**config.mk**
```make
export PLATFORM = sky130hd
export DESIGN_NAME = uart_rx_flat
export DESIGN_NICKNAME = d
export VERILOG_FILES = /design/src/rtl/uart_rx_if.sv /design/src/rtl/uart_rx.sv /design/src/flat_wrapper.sv
export SDC_FILE = /design/constraint.sdc
export NUM_CORES = 1
export LEC_CHECK = 0
export ABC_AREA = 1
export CORE_UTILIZATION = 60
export CTS_BUF_LIST = sky130_fd_sc_hd__clkbuf_8
export CTS_CLUSTER_DIAMETER = 100
export DETAILED_ROUTE_END_ITERATION = 8
export GPL_TIMING_DRIVEN = 1
export PLACE_DENSITY = 0.88
export REMOVE_ABC_BUFFERS = 1
export SKIP_CTS_REPAIR_TIMING = 1
export SYNTH_ARGS = -nofsm -noshare
export SYNTH_HDL_FRONTEND = slang
export SYNTH_SLANG_ARGS = --single-unit
```
**constraint.sdc**
```tcl
create_clock -name clk -period 1.54 [get_ports clk]
set_input_delay 0.462 -clock clk [delete_from_list [all_inputs] [get_ports clk]]
set_output_delay 0.462 -clock clk [all_outputs]
set_load 0.01 [all_outputs]
```
**src/rtl/uart_rx_if.sv**
```systemverilog
// rtl/uart_rx_if.sv - serial input and received-word outputs of the UART receiver
interface uart_rx_if;
    logic       rx;
    logic [9:0] data;
    logic       valid;
    logic       parity_err;
    logic       frame_err;
    logic       busy;

    modport slave  (input rx, output data, valid, parity_err, frame_err, busy);
    modport master (output rx, input data, valid, parity_err, frame_err, busy);
endinterface

```
**src/rtl/uart_rx.sv**
```systemverilog
// rtl/uart_rx.sv - UART receiver: start, data LSB first, even parity, stop
module uart_rx #(
    parameter int data_size = 8,
    parameter int clk_freq  = 10000,
    parameter int baud_rate = 2000
) (
    input  logic     clk,
    input  logic     reset,
    uart_rx_if.slave bus
);
    localparam int div  = clk_freq / baud_rate;
    localparam int half = div / 2;
    localparam int cw   = (div > 1) ? $clog2(div) : 1;
    localparam logic [cw-1:0] cnt_last = cw'(div - 1);
    localparam logic [cw-1:0] cnt_half = cw'(half - 1);
    localparam logic [3:0]    idx_last = 4'(data_size - 1);

    typedef enum logic [2:0] {IDLE, START, DATA, PARITY, STOP} state_t;

    state_t        state_q, state_d;
    logic          rx_m, rx_s, rx_p;
    logic [cw-1:0] cnt_q, cnt_d;
    logic [3:0]    idx_q, idx_d;
    logic [9:0]    shift_q, shift_d;
    logic          par_q, par_d;
    logic          busy_q, busy_d;
    logic          done;
    logic [9:0]    data_q;
    logic          valid_q, perr_q, ferr_q;

    // rx_p is the previous synchronized sample, used only for falling-edge detection
    always_ff @(posedge clk or negedge reset) begin
        if (!reset) begin
            rx_m <= 1'b1;
            rx_s <= 1'b1;
            rx_p <= 1'b1;
        end else begin
            rx_m <= bus.rx;
            rx_s <= rx_m;
            rx_p <= rx_s;
        end
    end

    always_ff @(posedge clk or negedge reset) begin
        if (!reset) begin
            state_q <= IDLE;
            cnt_q   <= '0;
            idx_q   <= '0;
            shift_q <= '0;
            par_q   <= 1'b0;
            busy_q  <= 1'b0;
        end else begin
            state_q <= state_d;
            cnt_q   <= cnt_d;
            idx_q   <= idx_d;
            shift_q <= shift_d;
            par_q   <= par_d;
            busy_q  <= busy_d;
        end
    end

    always_comb begin
        state_d = state_q;
        cnt_d   = cnt_q;
        idx_d   = idx_q;
        shift_d = shift_q;
        par_d   = par_q;
        busy_d  = busy_q;
        done    = 1'b0;
        case (state_q)
            IDLE: begin
                cnt_d = '0;
                if (rx_p && !rx_s) begin
                    state_d = START;
                    busy_d  = 1'b1;
                end else begin
                    busy_d  = 1'b0;
                end
            end
            START: begin
                if (cnt_q == cnt_half) begin
                    cnt_d = '0;
                    // a line that is already high again at mid-start was a glitch
                    if (!rx_s) begin
                        state_d = DATA;
                        idx_d   = '0;
                        shift_d = '0;
                    end else begin
                        state_d = IDLE;
                        busy_d  = 1'b0;
                    end
                end else begin
                    cnt_d = cnt_q + 1'b1;
                end
            end
            DATA: begin
                if (cnt_q == cnt_last) begin
                    cnt_d          = '0;
                    shift_d[idx_q] = rx_s;
                    if (idx_q == idx_last) state_d = PARITY;
                    else                   idx_d   = idx_q + 1'b1;
                end else begin
                    cnt_d = cnt_q + 1'b1;
                end
            end
            PARITY: begin
                if (cnt_q == cnt_last) begin
                    cnt_d   = '0;
                    par_d   = rx_s;
                    state_d = STOP;
                end else begin
                    cnt_d = cnt_q + 1'b1;
                end
            end
            STOP: begin
                if (cnt_q == cnt_last) begin
                    cnt_d   = '0;
                    done    = 1'b1;
                    busy_d  = 1'b0;
                    state_d = IDLE;
                end else begin
                    cnt_d = cnt_q + 1'b1;
                end
            end
            default: begin
                state_d = IDLE;
                cnt_d   = '0;
                idx_d   = '0;
                busy_d  = 1'b0;
            end
        endcase
    end

    // Result registers hold until the next completed frame
    always_ff @(posedge clk or negedge reset) begin
        if (!reset) begin
            data_q  <= '0;
            valid_q <= 1'b0;
            perr_q  <= 1'b0;
            ferr_q  <= 1'b0;
        end else begin
            valid_q <= done;
            if (done) begin
                data_q <= shift_q;
                perr_q <= (^shift_q) ^ par_q;
                ferr_q <= ~rx_s;
            end
        end
    end

    assign bus.data       = data_q;
    assign bus.valid      = valid_q;
    assign bus.parity_err = perr_q;
    assign bus.frame_err  = ferr_q;
    assign bus.busy       = busy_q;
endmodule

```
**src/flat_wrapper.sv**
```systemverilog
// flat-port wrapper written by rule: the top's interface ports become plain ports
module uart_rx_flat 
#(
    parameter int data_size = 8,
    parameter int clk_freq  = 10000,
    parameter int baud_rate = 2000
)
  (clk, reset, bus_rx, bus_data, bus_valid, bus_parity_err, bus_frame_err, bus_busy);
  uart_rx_if bus_i ();
  input  logic clk;
  input  logic reset;
  input wire logic [$bits(bus_i.rx)-1:0] bus_rx;
  output wire logic [$bits(bus_i.data)-1:0] bus_data;
  output wire logic [$bits(bus_i.valid)-1:0] bus_valid;
  output wire logic [$bits(bus_i.parity_err)-1:0] bus_parity_err;
  output wire logic [$bits(bus_i.frame_err)-1:0] bus_frame_err;
  output wire logic [$bits(bus_i.busy)-1:0] bus_busy;
  assign bus_i.rx = bus_rx;
  assign bus_data = bus_i.data;
  assign bus_valid = bus_i.valid;
  assign bus_parity_err = bus_i.parity_err;
  assign bus_frame_err = bus_i.frame_err;
  assign bus_busy = bus_i.busy;
  uart_rx #(.data_size(data_size), .clk_freq(clk_freq), .baud_rate(baud_rate)) u_core (.clk(clk), .reset(reset), .bus(bus_i));
endmodule
```
==> out/qor.csv, run 1 <==
metric,value,unit
Sw Ratio,0.409,
PortBufs,16,
Clock Root Buffer,clkbuf_8,
"commonest non-fill, non-tap cell in the layout",nand2_1,
first drt pass iteration count,5,
Row Count,20,
Placed Cells,316,
Max rail drop VDD,0.00107,V
Die X,60.1,microns
H-tree lvl count,2,
max cap viols,0,
metal3 WL,268,microns
GRT Total Usage,0.256,
placer congestion estimate,0.871,
Worst Setup Path Type,reg2reg,
Final Hold Vio Count,0,
diode count,0,
pwr dens,1400,mW/mm^2
Overflow after GRT,0,
Logic pwr share,0.423,
Final Max Tran Viols,0,
register bit total from synthesis,38,
Clock Skew,0.00486,ns
worst slew pin tran,0.366,ns
Via density,5.26,
Crit Path Max Fanout,4,
outcome,"complete, no violations",
largest net degree at the start of global routing,23,
die height,60.1,microns
final instance area,0.00252,sq mm
area of the core,0.00313,sq mm
clk buf depth,2,
"Cell Area, Synth",0.00203,sq mm
Reg2Reg Setup Slack,0.05,ns
placed inst area,0.00229,sq mm
Slew Limit Headroom,0.756,
Initial Util,0.648,
minimum clock period,1.49,ns
DRT iter0 DRCs,130,
Yosys warning count,0,
Leak Pwr,1.43,nW
RSZ-0062 raised after global routing,yes,
vias,1732,
num ports,17,
clock group share of total power,0.225,
vias in the first global route,1537,
"Seq/Total Area, Yosys",0.471,
Setup-failing EPs final,0,
# clock sinks,38,
worst r2r path cells,9,
share of cells above drive strength 1,0.175,
Post-Route WL,4.57,mm
Mapped Avg Cell Area,8.02,sq um
hold crit path type,in2async,
DRC,0,
Cells after Synth,253,
WL/cell,13.9,microns
Setup WS pre-CTS,0.0287,ns
Syn-to-layout area delta,24.4,%
Num CTS Buffers,5,
met2 wire len,2.40,mm
initial antenna violation count,0,
P_int,2.08,mW
Netlist cell types,30,
final non-filler cell total,329,
CP required,1.72,ns
post-route worst setup slack,0.0489,ns
setup tns final,0,ns
reg2reg end,u_core.shift_q[3],
Reg-to-Reg Start,u_core.cnt_q[1],
CTS clock-pin slew for the worst setup and hold paths,0.07,ns
crit path DAT,1.67,ns
top layer reached by signal wires,met4,
most frequent cells in the layout,"nand2_1 (74), inv_1 (35), dfrtp_1 (32)",
Tcrit/Tclk final,0.968,
Final nets,294,
half-perimeter wire length after placement,2.93,mm
first-pass GRT wire length,6.66,mm
sequential share of power,0.352,
Fmax,671,MHz
CTS tree,yes,
die area,0.00362,sq mm
Skew-Pair Late Insertion Delay,0.29,ns
CP startpoint kind,flip-flop,
Sw Pwr,1.44,mW
M1 WL,1.85,mm
Critical Path End Type,flip-flop,
filler cell count,177,
Post-DRT Antenna Nets,0,
stage by stage:
stage          utilization  power, mW  hold slack [ns]
2_1_floorplan            -       2.22            0.166
3_3_place_gp         0.731       2.50            0.346
3_5_place_dp         0.731       2.57            0.349
4_1_cts              0.766       3.37           0.0816
5_1_grt              0.807       3.77           0.0911
6_report             0.807       3.53           0.0701
cell usage after synthesis (all sizes together):
master,count,area (sq um)
xor2,3,26.3
nor2,18,80.1
nand3b,2,15.0
dfstp,3,78.8
o21bai,1,7.51
nand2,80,328
nand3,8,45.0
a21oi,4,23.8
nor3,6,51.3
nand4,1,21.3
o21ai,36,180
ha,7,87.6
dfrtp,35,876
xnor2,3,26.3
o22ai,1,6.26
or2,1,6.26
buf,1,5.00
inv,40,153
clkbuf,3,11.3
sequential cells by signal (all words and copies together), names as in the netlist:
| name | cells |
|---|---|
| u_core.rx_m | 1 |
| u_core.bus.data | 10 |
| u_core.bus.busy | 1 |
| u_core.cnt_q | 3 |
| u_core.bus.valid | 1 |
| u_core.rx_p | 1 |
| u_core.shift_q | 10 |
| u_core.par_q | 1 |
| u_core.rx_s | 1 |
| u_core.idx_q | 4 |
| u_core.bus.parity_err | 1 |
| u_core.state_q | 3 |
| u_core.bus.frame_err | 1 |
routing by layer:
metal  vias to the layer above  global-route usage
met3                         5              0.0693
met4                         0              0.0963
met2                        60               0.419
met1                       815               0.321
li1                        852                   -
met5                         -                   0
power by group through the flow:
stage	clock, mW	sequential [mW]	combinational [mW]
global placement	0	1.24	1.26
global route	0.855	1.25	1.67
finish	0.793	1.24	1.49
floorplan	0	1.24	0.984
CTS	0.792	1.23	1.34
detailed placement	0	1.25	1.33
critical path: stages, from the launching register on:
cell	delay [ns]
dfrtp_1	0.38
inv_1	0.09
ha_1	0.17
nand2_2	0.10
nand2_4	0.10
nand2_4	0.08
nor2_2	0.21
o21ai_1	0.12
nand2_1	0.07
o21ai_1	0.06
logic make-up (layout without fill, tap and decap cells):
group	after synthesis	after routing	share of synthesized area
compound gates	42	42	0.107
fa+ha+maj	7	7	0.0432
simple gates	116	117	0.270
flops	38	38	0.471
buf+inv	44	75	0.0833
xor+xnor	6	6	0.0259
worst max-delay path by stage:
| stage | startpoint | endpoint | slack [ns] |
|---|---|---|---|
| after floorplan | u_core.cnt_q[0] | u_core.bus.parity_err | -0.06 |
| after detailed placement | u_core.cnt_q[1] | u_core.bus.parity_err | 0.03 |
| after global placement | u_core.state_q[2] | u_core.shift_q[1] | 0.14 |
| after global routing | u_core.cnt_q[1] | u_core.bus.parity_err | -0.05 |
| final | u_core.cnt_q[1] | u_core.shift_q[3] | 0.05 |
| after CTS | u_core.bus.data[6] | bus_data[6] | -0.10 |
area by class of cell:
cell class	instances	area [sq um]	share of cell area
clock buffer	8	110	0.0436
tap	44	55.1	0.0218
inverter	40	153	0.0605
multi-input combinational	172	945	0.374
timing repair buffer	27	303	0.120
sequential	38	958	0.380
(Power assumes the default switching activity.)
==> run 2, diff against run 1 <==
--- a/config.mk
+++ b/config.mk
@@ -9,6 +9,7 @@
 export CORE_UTILIZATION = 60
 export CTS_BUF_LIST = sky130_fd_sc_hd__clkbuf_8
 export CTS_CLUSTER_DIAMETER = 100
+export CTS_CLUSTER_SIZE = 10
 export DETAILED_ROUTE_END_ITERATION = 8
 export GPL_TIMING_DRIVEN = 1
 export PLACE_DENSITY = 0.88
==> constraint.sdc (replaced) <==
create_clock -name clk -period 1.9 [get_ports clk]
set_input_delay 0.57 -clock clk [delete_from_list [all_inputs] [get_ports clk]]
set_output_delay 0.57 -clock clk [all_outputs]
set_load 0.01 [all_outputs]
==> run 2 against run 1 <==
  * Die area stayed put
  * Sequential share of layout area is 2.9 points higher
  * Non-clock buffer count decreased by 8
  * Final area shrank 7.4%
  * Flip-flop and latch count unchanged
  * Clock power down 29%
  * Combinational power decreased by 32%
  * Worst hold slack better by 0.11 ns
  * Via count down 5.0%
  * Critical path depth down 8
  * Total power shrank 27%
  * Critical path type is now reg2out
  * Critical endpoint is now bus_data[1]
  * Largest cell class unchanged
  * Largest power group unchanged
==> out/qor.csv, run 2 (synthesis results as in run 1) <==
metric,value,unit,change
filler cell count,233,,was 177
Die X,60.1,microns,unchanged
Skew-Pair Late Insertion Delay,0.28,ns,was 0.29 ns
Leak Pwr,1.11,nW,was 1.43 nW
Critical Path End Type,output pin,,was flip-flop
Crit path max-delay family,buffers and inverters,,was simple AND/OR/NAND/NOR gates
die height,60.1,microns,unchanged
largest net degree at the start of global routing,23,,unchanged
hold slack,0.179,ns,was 0.0701 ns
CP required,1.33,ns,was 1.72 ns
RSZ-0062 raised after global routing,no,,was yes
Overflow after GRT,0,,unchanged
Tcrit/Tclk final,0.926,,
max cap viols,0,,unchanged
DRC,0,,unchanged
PortBufs,16,,unchanged
die area,0.00362,sq mm,unchanged
CTS tree,yes,,unchanged
setup tns final,0,ns,unchanged
vias in the first global route,1524,,was 1537
hold crit path type,in2async,,unchanged
WL/cell,11.2,microns,was 13.9 microns
diode count,0,,unchanged
first-pass GRT wire length,6.22,mm,was 6.66 mm
share of cells above drive strength 1,0.120,,was 0.175
Crit Path Max Fanout,2,,was 4
Final Max Tran Viols,0,,unchanged
Post-Route WL,3.60,mm,was 4.57 mm
Initial Util,0.648,,unchanged
worst path bufs/invs,1,,unchanged
area of the core,0.00313,sq mm,unchanged
# clock sinks,38,,unchanged
initial antenna violation count,0,,unchanged
Slew Limit Headroom,0.770,,was 0.756
Worst Setup Path Type,reg2out,,was reg2reg
CP startpoint kind,flip-flop,,unchanged
Post-DRT Antenna Nets,0,,unchanged
Final Hold Vio Count,0,,unchanged
Via density,5.14,,was 5.26
Clock Root Buffer,clkbuf_8,,unchanged
Worst path slowest cell,clkdlybuf4s50_1,,was dfrtp_1
Row Count,20,,unchanged
CP cell instances,clkdlybuf4s50_1,,was inv_1 -> ha_1 -> nand2_2 -> nand2_4 -> nand2_4 -> nor2_2 -> o21ai_1 -> nand2_1 -> o21ai_1
Clock Skew,0.00427,ns,was 0.00486 ns
"commonest non-fill, non-tap cell in the layout",nand2_1,,unchanged
clk buf depth,2,,unchanged
crit path DAT,1.19,ns,was 1.67 ns
GRT Total Usage,0.233,,was 0.256
minimum clock period,1.76,ns,
pwr dens,1110,mW/mm^2,was 1400 mW/mm^2
outcome,"complete, no violations",,unchanged
Syn-to-layout area delta,15.2,%,was 24.4%
Final nets,285,,was 294
Num CTS Buffers,5,,unchanged
Fmax,569,MHz,
H-tree lvl count,2,,unchanged
Crit path largest cell delay,0.55,ns,was 0.38 ns
half-perimeter wire length after placement,2.72,mm,was 2.93 mm
first drt pass iteration count,4,,was 5
num ports,17,,unchanged
Max rail drop VDD,0.00108,V,was 0.00107 V
worst slew pin tran,0.345,ns,was 0.366 ns
placer congestion estimate,0.834,,was 0.871
Setup-failing EPs final,0,,unchanged
vias,1646,,was 1732
most frequent cells in the layout,"nand2_1 (75), inv_1 (36), dfrtp_1 (35)",,"was nand2_1 (74), inv_1 (35), dfrtp_1 (32)"
DRT iter0 DRCs,70,,was 130
CTS clock-pin slew for the worst setup and hold paths,0.07,ns,about the same
-- run 2: cell count changes in the layout (fill, tap and decap cells not counted), moves of 2 or more --
cell,delta
clkdlybuf4s50_1,+14
dlymetal6s2s_1,-14
buf_4,-6
dfrtp_1,+3
dfrtp_2,-3
clkbuf_8,-2
-- run 2: layout make-up --
cell class	instances	area (sq um)	area share
Sequential cell	38	955	0.409
Multi-Input combinational cell	171	905	0.387
Timing Repair Buffer	19	178	0.0761
Inverter	40	153	0.0653
Clock buffer	6	82.6	0.0354
Tap cell	44	55.1	0.0236
Clock inverter	2	8.76	0.00375
-- run 2: per-stage QoR --
stage	power, mW	worst slack [ns]	area, sq um	cells	utilization
after floorplan	1.80	0.304	2010	249	-
after global placement	1.99	0.354	2240	312	0.718
after detailed placement	2.04	0.310	2240	312	0.718
after CTS	2.59	0.139	2340	320	0.747
after global routing	2.79	0.105	2340	320	0.747
final	2.59	0.142	2340	320	0.747
-- run 2: worst paths after layout --
| path | start | endpoint | slack, ns | depth (start not counted) |
|---|---|---|---|---|
| max in group asynchronous | reset | u_core.rx_m | 1.16 | 2 |
| worst max register to register | u_core.cnt_q[0] | u_core.bus.parity_err | 0.30 | 9 |
| worst min register to register | u_core.rx_m | u_core.rx_s | 0.36 | 0 |
| worst max-delay path | u_core.bus.data[1] | bus_data[1] | 0.14 | 1 |
| worst min-delay path | reset | u_core.bus.data[6] | 0.18 | 1 |
| min in group clk | u_core.rx_m | u_core.rx_s | 0.36 | 0 |
-- run 2: report_power, final --
group	leakage, nW	internal (mW)	total, mW	switching [mW]
logic	0.541	0.347	1.02	0.676
clock network	0.0524	0.287	0.561	0.273
registers	0.512	0.905	1.01	0.100
-- run 2: per-layer routing --
metal | vias up | track usage | part of all wire
met5 | - | 0 | 0
met4 | 0 | 0.0930 | 0.013
met3 | 5 | 0.0476 | 0.043
met2 | 36 | 0.400 | 0.49
met1 | 772 | 0.282 | 0.46
li1 | 833 | - | -
